**src/rtl/scoreboard_hazard_unit_pkg.sv**
```systemverilog
// Shared constants for the scoreboard hazard unit and for decode, which derives
// issue latencies from the same source.
package scoreboard_hazard_unit_pkg;

  localparam int DEF_NUM_REGS = 32;
  localparam int DEF_REG_AW   = 5;
  localparam int DEF_MAX_LAT  = 34;
  localparam int DEF_CNT_W    = 6;

  localparam int LAT_ALU  = 1;
  localparam int LAT_LOAD = 2;
  localparam int LAT_MUL  = 3;
  localparam int LAT_DIV  = 34;

endpackage

```
**src/rtl/scoreboard_hazard_unit_if.sv**
```systemverilog
// Decode-to-scoreboard issue bus. The master side is decode (or a bench), and
// the slave side is the hazard unit.
interface scoreboard_hazard_unit_if
  import scoreboard_hazard_unit_pkg::*;
#(
  parameter int NUM_REGS = DEF_NUM_REGS,
  parameter int REG_AW   = DEF_REG_AW,
  parameter int CNT_W    = DEF_CNT_W
);
  logic              issue_valid_i;
  logic [REG_AW-1:0] issue_rs1_i;
  logic [REG_AW-1:0] issue_rs2_i;
  logic              issue_use_rs1_i;
  logic              issue_use_rs2_i;
  logic [REG_AW-1:0] issue_rd_i;
  logic              issue_regwrite_i;
  logic [CNT_W-1:0]  issue_lat_i;
  logic              issue_long_i;
  logic [CNT_W-1:0]  issue_occ_i;
  logic              flush_i;
  logic              stall_o;
  logic              issue_fire_o;
  logic [NUM_REGS-1:0] pending_o;
  logic              long_busy_o;

  modport master (
    output issue_valid_i, issue_rs1_i, issue_rs2_i, issue_use_rs1_i, issue_use_rs2_i,
           issue_rd_i, issue_regwrite_i, issue_lat_i, issue_long_i, issue_occ_i, flush_i,
    input  stall_o, issue_fire_o, pending_o, long_busy_o
  );

  modport slave (
    input  issue_valid_i, issue_rs1_i, issue_rs2_i, issue_use_rs1_i, issue_use_rs2_i,
           issue_rd_i, issue_regwrite_i, issue_lat_i, issue_long_i, issue_occ_i, flush_i,
    output stall_o, issue_fire_o, pending_o, long_busy_o
  );
endinterface

```
**src/rtl/scoreboard_hazard_unit_lat_counter.sv**
```systemverilog
// Saturating down-counter with load priority. It holds the cycles remaining
// until a result is forwardable, or until the long unit is free.
module sb_lat_counter #(
  parameter int CNT_W = 6
) (
  input  logic             clk,
  input  logic             rst,
  input  logic             load_i,
  input  logic [CNT_W-1:0] val_i,
  output logic [CNT_W-1:0] cnt_o
);
  logic [CNT_W-1:0] cnt_q, cnt_d;

  always_comb begin
    cnt_d = cnt_q;
    if (load_i)              cnt_d = val_i;
    else if (cnt_q != '0)    cnt_d = cnt_q - CNT_W'(1);
  end

  always_ff @(posedge clk) begin
    if (rst) cnt_q <= '0;
    else     cnt_q <= cnt_d;
  end

  assign cnt_o = cnt_q;
endmodule

```
**src/rtl/scoreboard_hazard_unit.sv**
```systemverilog
// Latency scoreboard between D and E. It detects RAW, WAW and long-unit hazards,
// produces stall_o and issue_fire_o, and tracks per-register countdowns.
module scoreboard_hazard_unit
  import scoreboard_hazard_unit_pkg::*;
#(
  parameter int NUM_REGS = DEF_NUM_REGS,
  parameter int REG_AW   = DEF_REG_AW,
  parameter int MAX_LAT  = DEF_MAX_LAT,
  parameter int CNT_W    = DEF_CNT_W
) (
  input  logic                   clk,
  input  logic                   rst,
  scoreboard_hazard_unit_if.slave sb
);
  logic [NUM_REGS-1:0][CNT_W-1:0] cnt;
  logic [CNT_W-1:0] busy_cnt;
  logic [CNT_W-1:0] lat_c, occ_c;
  logic raw, waw, st_haz, stall, fire;

  assign lat_c = (sb.issue_lat_i > CNT_W'(MAX_LAT)) ? CNT_W'(MAX_LAT) : sb.issue_lat_i;
  assign occ_c = (sb.issue_occ_i > CNT_W'(MAX_LAT)) ? CNT_W'(MAX_LAT) : sb.issue_occ_i;

  // A count of 0 or 1 means the producer's value is available through forwarding.
  assign raw    = (sb.issue_use_rs1_i && (cnt[sb.issue_rs1_i] > CNT_W'(1))) ||
                  (sb.issue_use_rs2_i && (cnt[sb.issue_rs2_i] > CNT_W'(1)));
  assign waw    = sb.issue_regwrite_i && (sb.issue_rd_i != '0) && (cnt[sb.issue_rd_i] > lat_c);
  assign st_haz = sb.issue_long_i && (busy_cnt != '0);

  assign stall = sb.issue_valid_i && !sb.flush_i && (raw || waw || st_haz);
  assign fire  = sb.issue_valid_i && !sb.flush_i && !stall;

  assign cnt[0] = '0;

  for (genvar r = 1; r < NUM_REGS; r++) begin : g_reg
    sb_lat_counter #(.CNT_W(CNT_W)) u_cnt (
      .clk   (clk),
      .rst   (rst),
      .load_i(fire && sb.issue_regwrite_i && (sb.issue_rd_i == REG_AW'(r))),
      .val_i (lat_c),
      .cnt_o (cnt[r])
    );
  end

  sb_lat_counter #(.CNT_W(CNT_W)) u_busy (
    .clk   (clk),
    .rst   (rst),
    .load_i(fire && sb.issue_long_i),
    .val_i (occ_c),
    .cnt_o (busy_cnt)
  );

  always_comb begin
    sb.pending_o = '0;
    for (int r = 0; r < NUM_REGS; r++) sb.pending_o[r] = (cnt[r] != '0);
  end

  assign sb.stall_o      = stall;
  assign sb.issue_fire_o = fire;
  assign sb.long_busy_o  = (busy_cnt != '0);
endmodule

```
**src/flat_wrapper.sv**
```systemverilog
// flat-port wrapper written by rule: the top's interface ports become plain ports
module scoreboard_hazard_unit_flat import scoreboard_hazard_unit_pkg::*;
#(
  parameter int NUM_REGS = DEF_NUM_REGS,
  parameter int REG_AW   = DEF_REG_AW,
  parameter int MAX_LAT  = DEF_MAX_LAT,
  parameter int CNT_W    = DEF_CNT_W
)
  (clk, rst, sb_issue_valid_i, sb_issue_rs1_i, sb_issue_rs2_i, sb_issue_use_rs1_i, sb_issue_use_rs2_i, sb_issue_rd_i, sb_issue_regwrite_i, sb_issue_lat_i, sb_issue_long_i, sb_issue_occ_i, sb_flush_i, sb_stall_o, sb_issue_fire_o, sb_pending_o, sb_long_busy_o);
  scoreboard_hazard_unit_if #(.NUM_REGS(NUM_REGS), .REG_AW(REG_AW), .CNT_W(CNT_W)) sb_i ();
  input  logic clk;
  input  logic rst;
  input wire logic [$bits(sb_i.issue_valid_i)-1:0] sb_issue_valid_i;
  input wire logic [$bits(sb_i.issue_rs1_i)-1:0] sb_issue_rs1_i;
  input wire logic [$bits(sb_i.issue_rs2_i)-1:0] sb_issue_rs2_i;
  input wire logic [$bits(sb_i.issue_use_rs1_i)-1:0] sb_issue_use_rs1_i;
  input wire logic [$bits(sb_i.issue_use_rs2_i)-1:0] sb_issue_use_rs2_i;
  input wire logic [$bits(sb_i.issue_rd_i)-1:0] sb_issue_rd_i;
  input wire logic [$bits(sb_i.issue_regwrite_i)-1:0] sb_issue_regwrite_i;
  input wire logic [$bits(sb_i.issue_lat_i)-1:0] sb_issue_lat_i;
  input wire logic [$bits(sb_i.issue_long_i)-1:0] sb_issue_long_i;
  input wire logic [$bits(sb_i.issue_occ_i)-1:0] sb_issue_occ_i;
  input wire logic [$bits(sb_i.flush_i)-1:0] sb_flush_i;
  output wire logic [$bits(sb_i.stall_o)-1:0] sb_stall_o;
  output wire logic [$bits(sb_i.issue_fire_o)-1:0] sb_issue_fire_o;
  output wire logic [$bits(sb_i.pending_o)-1:0] sb_pending_o;
  output wire logic [$bits(sb_i.long_busy_o)-1:0] sb_long_busy_o;
  assign sb_i.issue_valid_i = sb_issue_valid_i;
  assign sb_i.issue_rs1_i = sb_issue_rs1_i;
  assign sb_i.issue_rs2_i = sb_issue_rs2_i;
  assign sb_i.issue_use_rs1_i = sb_issue_use_rs1_i;
  assign sb_i.issue_use_rs2_i = sb_issue_use_rs2_i;
  assign sb_i.issue_rd_i = sb_issue_rd_i;
  assign sb_i.issue_regwrite_i = sb_issue_regwrite_i;
  assign sb_i.issue_lat_i = sb_issue_lat_i;
  assign sb_i.issue_long_i = sb_issue_long_i;
  assign sb_i.issue_occ_i = sb_issue_occ_i;
  assign sb_i.flush_i = sb_flush_i;
  assign sb_stall_o = sb_i.stall_o;
  assign sb_issue_fire_o = sb_i.issue_fire_o;
  assign sb_pending_o = sb_i.pending_o;
  assign sb_long_busy_o = sb_i.long_busy_o;
  scoreboard_hazard_unit #(.NUM_REGS(NUM_REGS), .REG_AW(REG_AW), .MAX_LAT(MAX_LAT), .CNT_W(CNT_W)) u_core (.clk(clk), .rst(rst), .sb(sb_i));
endmodule
```
**config.mk**
```make
export PLATFORM = sky130hd
export DESIGN_NAME = scoreboard_hazard_unit_flat
export DESIGN_NICKNAME = d
export VERILOG_FILES = /design/src/rtl/scoreboard_hazard_unit_pkg.sv /design/src/rtl/scoreboard_hazard_unit_if.sv /design/src/rtl/scoreboard_hazard_unit_lat_counter.sv /design/src/rtl/scoreboard_hazard_unit.sv /design/src/flat_wrapper.sv
export SDC_FILE = /design/constraint.sdc
export NUM_CORES = 1
export LEC_CHECK = 0
export CORE_UTILIZATION = 60
export DETAILED_ROUTE_END_ITERATION = 16
export PLACE_DENSITY = 0.79
export REMOVE_ABC_BUFFERS = 1
export SYNTH_ARGS = -nofsm -noshare
export SYNTH_HDL_FRONTEND = slang
export SYNTH_SLANG_ARGS = --single-unit
```
**constraint.sdc**
```tcl
create_clock -name clk -period 7.7 [get_ports clk]
set_input_delay 1.54 -clock clk [delete_from_list [all_inputs] [get_ports clk]]
set_output_delay 1.54 -clock clk [all_outputs]
set_load 0.1 [all_outputs]
```
# Word level (Yosys, flattened, before mapping)
# Cells that the tools add are included.
[op_classes] add_sub_neg=32 order_cmp=8 n_eq_ne=31 n_mux=72 reduce_logical=111
[op_table] cell="6-bit 2-to-1 mux" count=69
[op_table] cell="6-bit nonzero test" count=32
[op_table] cell="6-bit by 1-bit subtractor with 6-bit output (second input constant)" count=32
[op_table] cell="6-bit binary-select mux with 5-bit select" count=3
[op_table] cell="5-bit equality test (second input constant)" count=16
[op_table] cell="2-bit nonzero test" count=32
[op_table] cell="1-bit logical AND" count=41
[op_table] cell="5-bit by 4-bit equality test with 1-bit output (second input constant)" count=8
[op_table] cell="5-bit by 3-bit equality test with 1-bit output (second input constant)" count=4
[op_table] cell="5-bit by 6-bit less-than comparator with 1-bit output (second input constant)" count=3
[op_table] cell="6-bit by 1-bit > comparator with 1-bit output (second input constant)" count=2
[op_table] cell="6-bit > comparator (second input constant)" count=2
[op_table] cell="5-bit by 2-bit equality test with 1-bit output (second input constant)" count=2
[op_table] cell="6-bit > comparator" count=1
[op_table] cell="5-bit by 1-bit equality test with 1-bit output (second input constant)" count=1
[op_table] cell="5-bit nonzero test" count=1
[op_table] cell="1-bit logical OR" count=3
[op_table] cell="1-bit logical NOT" count=2
[word_totals] ff_bits=192 in_bits=35

# Depth between registers and ports, before layout
[logic_depth] depth_word=13 ltp_mapped=19

# Cells and area by module
# Synthesis repeated with hierarchy kept, for this count alone.
[hier_totals] hier_cells=1907 area_unflattened_um2=16049.1
[modules_own_cells] mod="sb_lat_counter" instances=32 cells_per_inst=47 area_each_um2=389.1 seq_area_each_um2=120.1
[modules_own_cells] mod="scoreboard_hazard_unit" instances=1 cells_per_inst=403 area_each_um2=3597.2 seq_area_each_um2=0.0

# Worst setup path before layout
# OpenSTA, ideal clock, no wires.
[synth_path] kind="in2out" startpoint="in sb_issue_rd_i[0]" endpoint="out sb_issue_fire_o" t_arrival_ns=6.627 t_required_ns=6.160 path_slack_ns=-0.467 path_stages=15 path_buffers=4 path_cell_list="clkbuf_1 clkbuf_1 mux4_2 mux4_2 mux2_2 ha_1 a21o_1 a21o_1 a221oi_1 o32ai_1 inv_1 o221ai_2 buf_4 buf_2 nor2_1"
[synth_via] elab_chain_len=9 elab_cells_between_ends=11 classes_between="1 x order compare; 2 x mux; 8 x reduce/logical"
[synth_rtl] element="start, declared" line_no="flat_wrapper.sv:18" text="input wire logic [$bits(sb_i.issue_rd_i)-1:0] sb_issue_rd_i;"
[synth_rtl] element="6-bit binary-select mux with 5-bit select" line_no="scoreboard_hazard_unit.sv:26" text="assign waw = sb.issue_regwrite_i && (sb.issue_rd_i != '0) && (cnt[sb.issue_rd_i] > lat_c);"
[synth_rtl] element="6-bit 2-to-1 mux (implied by the code)" line_no="scoreboard_hazard_unit.sv:26"
[synth_rtl] element="6-bit > comparator" line_no="scoreboard_hazard_unit.sv:26"
[synth_rtl] element="1-bit logical AND (*)" line_no="scoreboard_hazard_unit.sv:26"
[synth_rtl] element="1-bit logical OR (*) (2 in a row)" line_no="scoreboard_hazard_unit.sv:29" text="assign stall = sb.issue_valid_i && !sb.flush_i && (raw || waw || st_haz);"
[synth_rtl] element="1-bit logical AND (*)" line_no="scoreboard_hazard_unit.sv:29"
[synth_rtl] element="1-bit logical NOT (*)" line_no="scoreboard_hazard_unit.sv:30" text="assign fire = sb.issue_valid_i && !sb.flush_i && !stall;"
[synth_rtl] element="1-bit logical AND (*)" line_no="scoreboard_hazard_unit.sv:30"
[synth_rtl] element="end, declared" line_no="flat_wrapper.sv:25" text="output wire logic [$bits(sb_i.issue_fire_o)-1:0] sb_issue_fire_o;"
# Mark *: on every way between the ends. The rest lies on a longest branch, timed or not. The select of a mux whose other input is x is not followed.

# Final worst setup path
# Same ends and word-level chain as after synthesis.

==> run_summary.xml <==
<?xml version="1.0" encoding="UTF-8"?>
<metrics>
  <group name="run_status">
    <metric name="outcome" unit="">completed</metric>
  </group>
  <group name="placed_design">
    <metric name="numPlacedInstances" unit="">1911</metric>
    <metric name="place_congestion" unit="">0.988</metric>
    <metric name="io_buffer_count" unit="">68</metric>
    <metric name="place_hpwl" unit="um">31700</metric>
    <metric name="place_ws" unit="ns">0.517</metric>
  </group>
  <group name="worst_setup_path">
    <metric name="worstPathRequired" unit="ns">6.16</metric>
    <metric name="crit_path_end_kind" unit="">output pin</metric>
    <metric name="critPathArrivalTime" unit="ns">5.71</metric>
    <metric name="timing.critical_path.from_type" unit="">primary input</metric>
    <metric name="critPathKind" unit="">in -&gt; out</metric>
    <metric name="timing.critical_path.fanout_max" unit="">56</metric>
  </group>
  <group name="power_and_ir_drop">
    <metric name="pwr-share-clk" unit="%">11.5</metric>
    <metric name="swShare" unit="%">52.6</metric>
    <metric name="power.share.combinational" unit="%">62.1</metric>
    <metric name="cellInternalPower" unit="mW">3.86</metric>
    <metric name="peakVddDrop" unit="mV">0.511</metric>
    <metric name="power_per_cell_area" unit="nW/um^2">518</metric>
    <metric name="seqPwrFrac" unit="%">26.5</metric>
    <metric name="net-switching-power" unit="mW">4.29</metric>
    <metric name="power.leakage" unit="nW">5.94</metric>
    <metric name="finalPower" unit="mW">8.16</metric>
  </group>
  <group name="timing">
    <metric name="tns" unit="ns">0</metric>
    <metric name="worstMarginPinSlew" unit="ns">1.25</metric>
    <metric name="timing.clock.skew" unit="ns">0.0117</metric>
    <metric name="timing.final.crit_period" unit="ns">7.25</metric>
    <metric name="timing.final.setup_violations" unit="">0</metric>
    <metric name="max_freq" unit="MHz">138</metric>
    <metric name="slew_violations" unit="">0</metric>
    <metric name="final.setup.worst_slack" unit="ns">0.450</metric>
    <metric name="report.final.hold_viol_count" unit="">0</metric>
    <metric name="unrepaired_setup_endpoints_after_global_routing" unit="">false</metric>
    <metric name="relSlewSlack" unit="%">16.4</metric>
    <metric name="timing.final.crit_share" unit="%">94.2</metric>
  </group>
  <group name="detailed_routing">
    <metric name="first_pass_iters" unit="">8</metric>
    <metric name="final_wirelength" unit="um">45000</metric>
    <metric name="dr_total_vias" unit="">12900</metric>
    <metric name="final_antenna_net_count" unit="">0</metric>
    <metric name="vias_per_cell" unit="">6.66</metric>
    <metric name="wl_per_cell" unit="um">23.1</metric>
    <metric name="drt_first_iter_violations" unit="">1732</metric>
    <metric name="drcViolationCount" unit="">0</metric>
  </group>
  <group name="floorplanning">
    <metric name="die_w" unit="um">156</metric>
    <metric name="rows" unit="">55</metric>
    <metric name="die_h" unit="um">156</metric>
    <metric name="placeableCoreArea" unit="sq um">22900</metric>
    <metric name="initial_utilization" unit="%">62.0</metric>
    <metric name="die_area" unit="sq um">24300</metric>
    <metric name="num_io_pins" unit="">70</metric>
  </group>
  <group name="global_routing">
    <metric name="grt_first_pass_wirelength" unit="um">70200</metric>
    <metric name="grt_antenna_before_repair" unit="">0</metric>
    <metric name="globalRouteTotalUtil" unit="%">38.0</metric>
    <metric name="grt_max_degree" unit="">85</metric>
    <metric name="vias_in_the_first_global_route" unit="">12300</metric>
    <metric name="global_route.overflow_total" unit="">0</metric>
  </group>
  <group name="final_layout">
    <metric name="fin_util" unit="%">68.7</metric>
    <metric name="drive_gt1_share" unit="%">17.2</metric>
    <metric name="final_cell_count_no_fill" unit="">1943</metric>
    <metric name="diode_count" unit="">0</metric>
    <metric name="most_common_library_cell_in_the_layout_ignoring_fill_and_taps" unit="">dfxtp_1</metric>
    <metric name="synthToLayoutAreaGrowth" unit="%">10.9</metric>
    <metric name="layout.cells.most_common_list" unit="">dfxtp_1, nand2_1, nor2_1</metric>
    <metric name="layout.nets" unit="">1690</metric>
  </group>
  <group name="clock_tree">
    <metric name="clock_sinks" unit="">192</metric>
    <metric name="clkTransAtPathRegs" unit="ns">0.07</metric>
    <metric name="longest_clk_path_bufs" unit="">2</metric>
    <metric name="root_buffer" unit="">clkbuf_16</metric>
    <metric name="cts-htree-levels" unit="">4</metric>
    <metric name="clkLatencyLatePin" unit="ns">0.45</metric>
    <metric name="post_cts_hold_buffer_count" unit="">0</metric>
    <metric name="tritoncts_clock_tree" unit="">built</metric>
    <metric name="postCtsSetupBuffers" unit="">0</metric>
    <metric name="cts_buffers" unit="">17</metric>
    <metric name="number_of_gates_resized_after_cts" unit="">0</metric>
  </group>
  <group name="synthesis">
    <metric name="yosysTopAreaCell" unit="">dfxtp_1</metric>
    <metric name="largest_cells_by_area_after_synthesis" unit="">dfxtp_1, mux4_2, mux2_2</metric>
    <metric name="synthArstFlopShare" unit="%">0</metric>
    <metric name="synth.top_cell.area_share" unit="%">27.1</metric>
    <metric name="synthesis.instances" unit="">1592</metric>
    <metric name="ys_seq_elements" unit="">192</metric>
    <metric name="syn_avg_cell_area" unit="sq um">8.93</metric>
    <metric name="synthesis.yosys.warnings" unit="">0</metric>
    <metric name="sequential_fraction_of_the_synthesis_area" unit="%">27.1</metric>
    <metric name="synth_enable_flop_cells" unit="">0</metric>
    <metric name="summed_instance_area_of_the_synthesized_netlist" unit="sq um">14200</metric>
    <metric name="synth.distinct_cells" unit="">69</metric>
    <metric name="synth-main-ff-cell" unit="">dfxtp_1</metric>
  </group>
  <group name="min_path">
    <metric name="worstHoldPathType" unit="">reg -&gt; reg</metric>
  </group>
  <group name="flow_run">
    <metric name="drv.max_cap_violation_count" unit="">0</metric>
  </group>
</metrics>
metrics by stage:
stage / area (sq um) / hold slack (ns)
after floorplan: 13900 / 0.530
after global placement: 15200 / 0.560
after detailed placement: 15200 / 0.568
after CTS: 15800 / 0.579
after global routing: 15800 / 0.619
final: 15800 / 0.587
area by class of cell:
class                      count  area [sq um]
clock inverter                11           145
tap                          313           392
clock buffer                  21           450
sequential                   192          3840
multi-input combinational   1222          9700
timing repair buffer          90           868
inverter                      94           353
fill                        1787          7160
kinds of logic after synthesis:
logic type	synth area share [%]
AND/OR/NAND/NOR	26.6
multiplexers	23.7
flip-flops	27.1
buffers and inverters	4.85
AO/OA/AOI/OAI	7.29
XOR/XNOR	7.15
adder cells (fa/ha/maj)	3.35
other	0.0264
metal layers:
layer  routed length [um]  vias to the layer above  GRT usage, %
li1                     -                     5735             -
met3                 5990                      183          9.00
met2                19400                      934          57.5
met5                    0                        -             0
met4                 2200                        0          19.0
met1                17400                     6097          50.6
registers in the layout, indices dropped and copies added (netlist names):
register and count:
u_core.g.u_cnt.cnt_o 186, u_core.u_busy.cnt_o 6
power by group through the flow:
stage          sequential (mW)  combinational (mW)  clock (mW)
2_1_floorplan             1.84                4.04           0
3_3_place_gp              2.12                4.84           0
3_5_place_dp              2.11                4.97           0
4_1_cts                   2.10                5.02       0.933
5_1_grt                   2.18                5.50       0.973
6_report                  2.16                5.06       0.934
critical path, cell delays in order:
cell      delay, ns
buf_4          0.67
mux4_2         0.61
mux4_2         0.55
mux2_2         0.29
ha_1           0.30
a21o_1         0.16
a21o_1         0.18
a221oi_1       0.35
o32ai_1        0.14
inv_1          0.14
o221ai_4       0.12
nor2_1         0.34
buf_12         0.23
final timing paths:
check                                        from                        endpoint  slack (ns)  cells past startpoint
setup / recovery                 sb_issue_rd_i[0]                 sb_issue_fire_o        0.45                     13
hold / removal             u_core.u_busy.cnt_o[4]          u_core.u_busy.cnt_o[4]        0.59                      2
setup reg to reg  u_core.g_reg[16].u_cnt.cnt_o[3]  u_core.g_reg[5].u_cnt.cnt_o[0]        3.06                     13
hold reg to reg            u_core.u_busy.cnt_o[4]          u_core.u_busy.cnt_o[4]        0.59                      2
cells in the mapped netlist, types with 28 or more instances:
master,count
ha_1,38
nand2_1,185
mux2_2,98
dfxtp_1,192
inv_1,94
clkbuf_1,62
nor4_2,28
nand3_1,36
nor3_1,78
mux4_2,55
a21oi_1,52
nor4_4,28
xnor2_1,56
xor2_1,60
nor2_1,177
mux2i_1,95
No activity file was read; power rests on OpenSTA's default activity.
